**src/rtl/hls_fp32_add_core_chn_o_rsci_skid.sv**
```systemverilog
// Output-channel transmitter: 2-entry skid buffer between core stores and a valid/ready consumer.
// Latency: a word stored in cycle N is presented on chn_o_rsc_z/chn_o_rsc_lz in cycle N+1.
// Backpressure: core_wten stalls the core only while both entries are occupied; vz never reaches core_wten.
module hls_fp32_add_core_chn_o_rsci_skid #(
    parameter int DW = 32,
    parameter int CW = 16
) (
    input  logic          nvdla_core_clk,
    input  logic          nvdla_core_rstn,
    input  logic          chn_o_rsci_oswt,
    input  logic          core_wen,
    input  logic [DW-1:0] chn_o_rsci_d,
    output logic          core_wten,
    output logic [DW-1:0] chn_o_rsc_z,
    output logic          chn_o_rsc_lz,
    input  logic          chn_o_rsc_vz,
    output logic          chn_o_rsci_ovf,
    output logic [CW-1:0] chn_o_rsci_cnt
);

    typedef enum logic [1:0] {
        EMPTY = 2'd0,
        ONE   = 2'd1,
        FULL  = 2'd2
    } occ_t;

    occ_t          state;
    logic [DW-1:0] head;
    logic [DW-1:0] tail;
    logic          ovf;
    logic [CW-1:0] cnt;

    logic store;
    logic push;
    logic pop;

    // Accept decision looks only at registered occupancy, so a same-cycle pop never opens a slot.
    assign store = chn_o_rsci_oswt & core_wen;
    assign push  = store & (state != FULL);
    assign pop   = chn_o_rsc_lz & chn_o_rsc_vz;

    assign chn_o_rsc_lz   = (state != EMPTY);
    assign core_wten      = chn_o_rsci_oswt & (state == FULL);
    assign chn_o_rsc_z    = head;
    assign chn_o_rsci_ovf = ovf;
    assign chn_o_rsci_cnt = cnt;

    always_ff @(posedge nvdla_core_clk) begin
        if (!nvdla_core_rstn) begin
            state <= EMPTY;
            head  <= '0;
            tail  <= '0;
            ovf   <= 1'b0;
            cnt   <= '0;
        end else begin
            if (pop) begin
                cnt <= cnt + CW'(1);
            end
            // A store into a full buffer means the core ignored the stall; the word is dropped.
            if (store && (state == FULL)) begin
                ovf <= 1'b1;
            end
            case (state)
                EMPTY: begin
                    if (push) begin
                        head  <= chn_o_rsci_d;
                        state <= ONE;
                    end
                end
                ONE: begin
                    if (push && !pop) begin
                        tail  <= chn_o_rsci_d;
                        state <= FULL;
                    end else if (!push && pop) begin
                        state <= EMPTY;
                    end else if (push && pop) begin
                        head <= chn_o_rsci_d;
                    end
                end
                FULL: begin
                    if (pop) begin
                        head  <= tail;
                        state <= ONE;
                    end
                end
                default: state <= EMPTY;
            endcase
        end
    end

endmodule

```
**config.mk**
```make
export PLATFORM = sky130hd
export DESIGN_NAME = hls_fp32_add_core_chn_o_rsci_skid
export DESIGN_NICKNAME = d
export VERILOG_FILES = /design/src/rtl/hls_fp32_add_core_chn_o_rsci_skid.sv
export SDC_FILE = /design/constraint.sdc
export NUM_CORES = 1
export LEC_CHECK = 0
export BUFFER_PORTS_ARGS = -buffer_cell sky130_fd_sc_hd__clkbuf_2
export CAP_MARGIN = 30
export CORE_MARGIN = 10
export CORE_UTILIZATION = 60
export CTS_BUF_LIST = sky130_fd_sc_hd__clkbuf_8
export DETAILED_ROUTE_END_ITERATION = 7
export HOLD_SLACK_MARGIN = 0.02
export PLACE_DENSITY = 0.88
export REMOVE_ABC_BUFFERS = 1
export SLEW_MARGIN = 20
export SYNTH_ARGS = -nofsm -noshare
export SYNTH_HDL_FRONTEND = slang
export SYNTH_SLANG_ARGS = --single-unit
```
**constraint.sdc**
```tcl
create_clock -name nvdla_core_clk -period 4.3 [get_ports nvdla_core_clk]
set_clock_uncertainty 0.05 [all_clocks]
set_input_delay 0.43 -clock nvdla_core_clk [delete_from_list [all_inputs] [get_ports nvdla_core_clk]]
set_output_delay 0.43 -clock nvdla_core_clk [all_outputs]
set_load 0.02 [all_outputs]
```
==> results_dict.tcl <==
set metrics [dict create \
    multiInputGateArea_sq_um 1870 \
    ir_drop_mv 0.304 \
    synth_area_leader_cell "sky130_fd_sc_hd__dfxtp_1" \
    hold_violations 0 \
    cts_root_buf "sky130_fd_sc_hd__clkbuf_8" \
    critPathLaunch "state[0]$_SDFFE_PN0P_" \
    tritoncts "done" \
    worst-endpoint-arrival_ns 2.93 \
    core.rowCount 28 \
    ys.warnings.count 0 \
    synth-seq-cells 83 \
    ioPinCount 88 \
    layout_cell_area_excl_fill_sq_um 4310 \
    ys_seq_area_frac 0.449 \
    r2r_end "chn_o_rsc_z[14]$_SDFFE_PN0P_" \
    drc_errors_left 0 \
    place_hpwl_mm 6.05 \
    cellPowerDensity_nw_per_um2 361 \
    rsz_0062_raised_after_global_routing "no" \
    antenna_found_initial 0 \
    max_clock_freq_mhz 372 \
    route.vias.total 3121 \
    floorplan.initialDensity 0.621 \
    routed_wire_length_per_instance_microns 16.5 \
    fin_crit_sh 0.626 \
    clock_tree.buffer_depth 2 \
    synth_top_area_share 0.449 \
    grt_overflow 0 \
    p_leak_nw 2.33 \
    crit_path_end "chn_o_rsc_z[14]$_SDFFE_PN0P_" \
    core_region_area_sq_um 5960 \
    whs_ns 0.255 \
    place.gp.congestion 0.794 \
    drt_iter0_markers 191 \
    clk_pin_slew_ns 0.08 \
    hold-path-cell-count 3 \
    totalWireLength_mm 8.99 \
    worstHoldPathType "input port to register" \
    layout_overhead_on_the_synthesized_area_pct 16.5 \
    final-instance-count-excl-fill 545 \
    startpoint_to_endpoint_class_of_the_critical_path "register to register" \
    routed_via_density 5.73 \
    fillCellCount 453 \
    count_of_nets_left_with_antenna_violations_after_detail_routing 0 \
    critical_path_peak_fanout 33 \
    global_route.usage.total 0.179 \
    cts_setup_buffers 0 \
    post_cts_resized 0 \
    io_buffer_count 87 \
    floorplan.die.height_microns 98.5 \
    die_area_sq_um 9700 \
    placed_cells_incl_taps 530 \
    regArea_sq_um 1660 \
    final_net_count 507 \
    worst_pin_slew_ns 0.667 \
    numCtsBuffers 9 \
    setup_viol_count_final 0 \
    ctsHtreeMaxLevel 3 \
    post_layout_minimum_cycle_time_ns 2.69 \
    post_dp_cell_area_sq_um 4120 \
    outcome "complete, no violations" \
    final_total_negative_setup_slack_ns 0 \
    drt_first_pass_iters 8 \
    timing.max_cap.violations 0 \
    endpoint_kind "register" \
    clkLatencyLatePin_ns 0.35 \
    num_antenna_cells 0 \
    synth_area_sq_um 3700 \
    grt_max_degree 61 \
    post_synth.cell_area_avg_sq_um 9.41 \
    grt_pass1_wl_mm 14.7 \
    final_max_slew_viol_count 0 \
    netlist_top_cells_area "sky130_fd_sc_hd__dfxtp_1 45%, sky130_fd_sc_hd__mux2i_1 9.5%, sky130_fd_sc_hd__o211a_1 8.7%, sky130_fd_sc_hd__nand2_1 7.7%, sky130_fd_sc_hd__a21boi_1 6.1%" \
    critical_path_required_ns 4.54 \
    layout-drive-gt1-share 0.238 \
    cts_hold_repair.buffers 0 \
    r2r_slack_ns 1.61 \
    clock_sink_count 83 \
    post_synth_cell_types 38 \
    worst_r2r_path_depth 9 \
    synthesis.instances 393 \
    r2r-start "state[0]$_SDFFE_PN0P_" \
    max_slew_margin 0.554 \
    launching_element_type_of_the_critical_path "register" \
    grt_pass1_vias 3047 \
    finish.utilization 0.724 \
    die_width_microns 98.5 \
]
[logic make-up after synthesis]
group	after synthesis	share of synthesized area
compound gates	107	0.219
xor+xnor	11	0.0260
fa+ha+maj	4	0.0135
buf+inv	34	0.0477
flops	83	0.449
mux	35	0.0947
simple gates	119	0.150
[Yosys cell counts, drive strengths merged]
library cell	number
a21boi	34
a21oi	1
and2	13
and3	1
and4	1
buf	10
clkbuf	20
dfxtp	83
ha	4
inv	4
mux2i	35
nand2	76
nand2b	3
nand3	4
nand4	3
nor2	3
nor2b	3
nor3	1
nor4	6
o2111a	1
o2111ai	1
o211a	32
o211ai	1
o21a	1
o21ai	34
o22ai	2
or2	2
or3	2
or4	1
xnor2	6
xor2	5
[cells in the final DEF, fill, tap and decap left out, types with 5 or more instances in the layout]
cell type                  instances
sky130_fd_sc_hd__nor4_1            6
sky130_fd_sc_hd__a21boi_1         30
sky130_fd_sc_hd__clkbuf_8         11
sky130_fd_sc_hd__o21ai_0          34
sky130_fd_sc_hd__xor2_1            5
sky130_fd_sc_hd__nand2_1          75
sky130_fd_sc_hd__dfxtp_1          83
sky130_fd_sc_hd__clkbuf_2         87
sky130_fd_sc_hd__inv_1             6
sky130_fd_sc_hd__mux2i_1          35
sky130_fd_sc_hd__xnor2_1           6
sky130_fd_sc_hd__and2_1           13
sky130_fd_sc_hd__o211a_1          32
[per-layer routing]
metal  vias up  track usage  share of wire
li1       1518            -              -
met1      1498        0.215           0.43
met2        96        0.291           0.49
met3         9       0.0712          0.076
met4         0       0.0496          0.010
met5         -            0              0
[critical path, stage by stage, from the launching register on]
cell	delay, ns
sky130_fd_sc_hd__dfxtp_1	0.39
sky130_fd_sc_hd__or2_4	0.29
sky130_fd_sc_hd__nand2_1	0.17
sky130_fd_sc_hd__inv_1	0.10
sky130_fd_sc_hd__ha_1	0.22
sky130_fd_sc_hd__nor2_1	0.10
sky130_fd_sc_hd__and3_4	0.38
sky130_fd_sc_hd__or2_1	0.53
sky130_fd_sc_hd__buf_8	0.24
sky130_fd_sc_hd__o211a_1	0.16
[report_power, final]
part	internal, W	switching, W	total [W]
combinational	0.0000717	0.000104	0.000176
clock	0.000292	0.000266	0.000558
sequential	0.000799	0.0000214	0.000821
total	0.00116	0.000391	0.00155
[state kept, by name (all words and copies together), names as in the netlist]
name            cells
tail               32
chn_o_rsci_ovf      1
state               2
chn_o_rsc_z        32
chn_o_rsci_cnt     16
[per-stage QoR]
stage	power, W	setup WS (ns)
after CTS	0.00156	1.62
final	0.00155	1.61
after global routing	0.00161	1.39
after global placement	0.00101	1.55
after floorplan	0.000930	0.840
after detailed placement	0.00101	1.69
[worst min-delay path by stage]
stage                                  endpoint             startpoint  slack (ns)
after floorplan            tail[0]$_SDFFE_PN0P_   tail[0]$_SDFFE_PN0P_        0.38
after global placement    tail[30]$_SDFFE_PN0P_  tail[30]$_SDFFE_PN0P_        0.39
after detailed placement   tail[3]$_SDFFE_PN0P_   tail[3]$_SDFFE_PN0P_        0.39
after CTS                  tail[5]$_SDFFE_PN0P_        chn_o_rsci_d[5]        0.24
after global routing      tail[12]$_SDFFE_PN0P_       chn_o_rsci_d[12]        0.25
final                      tail[5]$_SDFFE_PN0P_        chn_o_rsci_d[5]        0.25
[layout make-up]
| cell class | instances | area share |
|---|---|---|
| clock buffers | 11 | 0.0351 |
| clock inverters | 4 | 0.00987 |
| inverters | 4 | 0.00348 |
| multi-input cells | 276 | 0.433 |
| flip-flops and latches | 83 | 0.385 |
| well taps | 75 | 0.0218 |
| repair buffers | 92 | 0.111 |
Power figures use the tool's default switching activity.
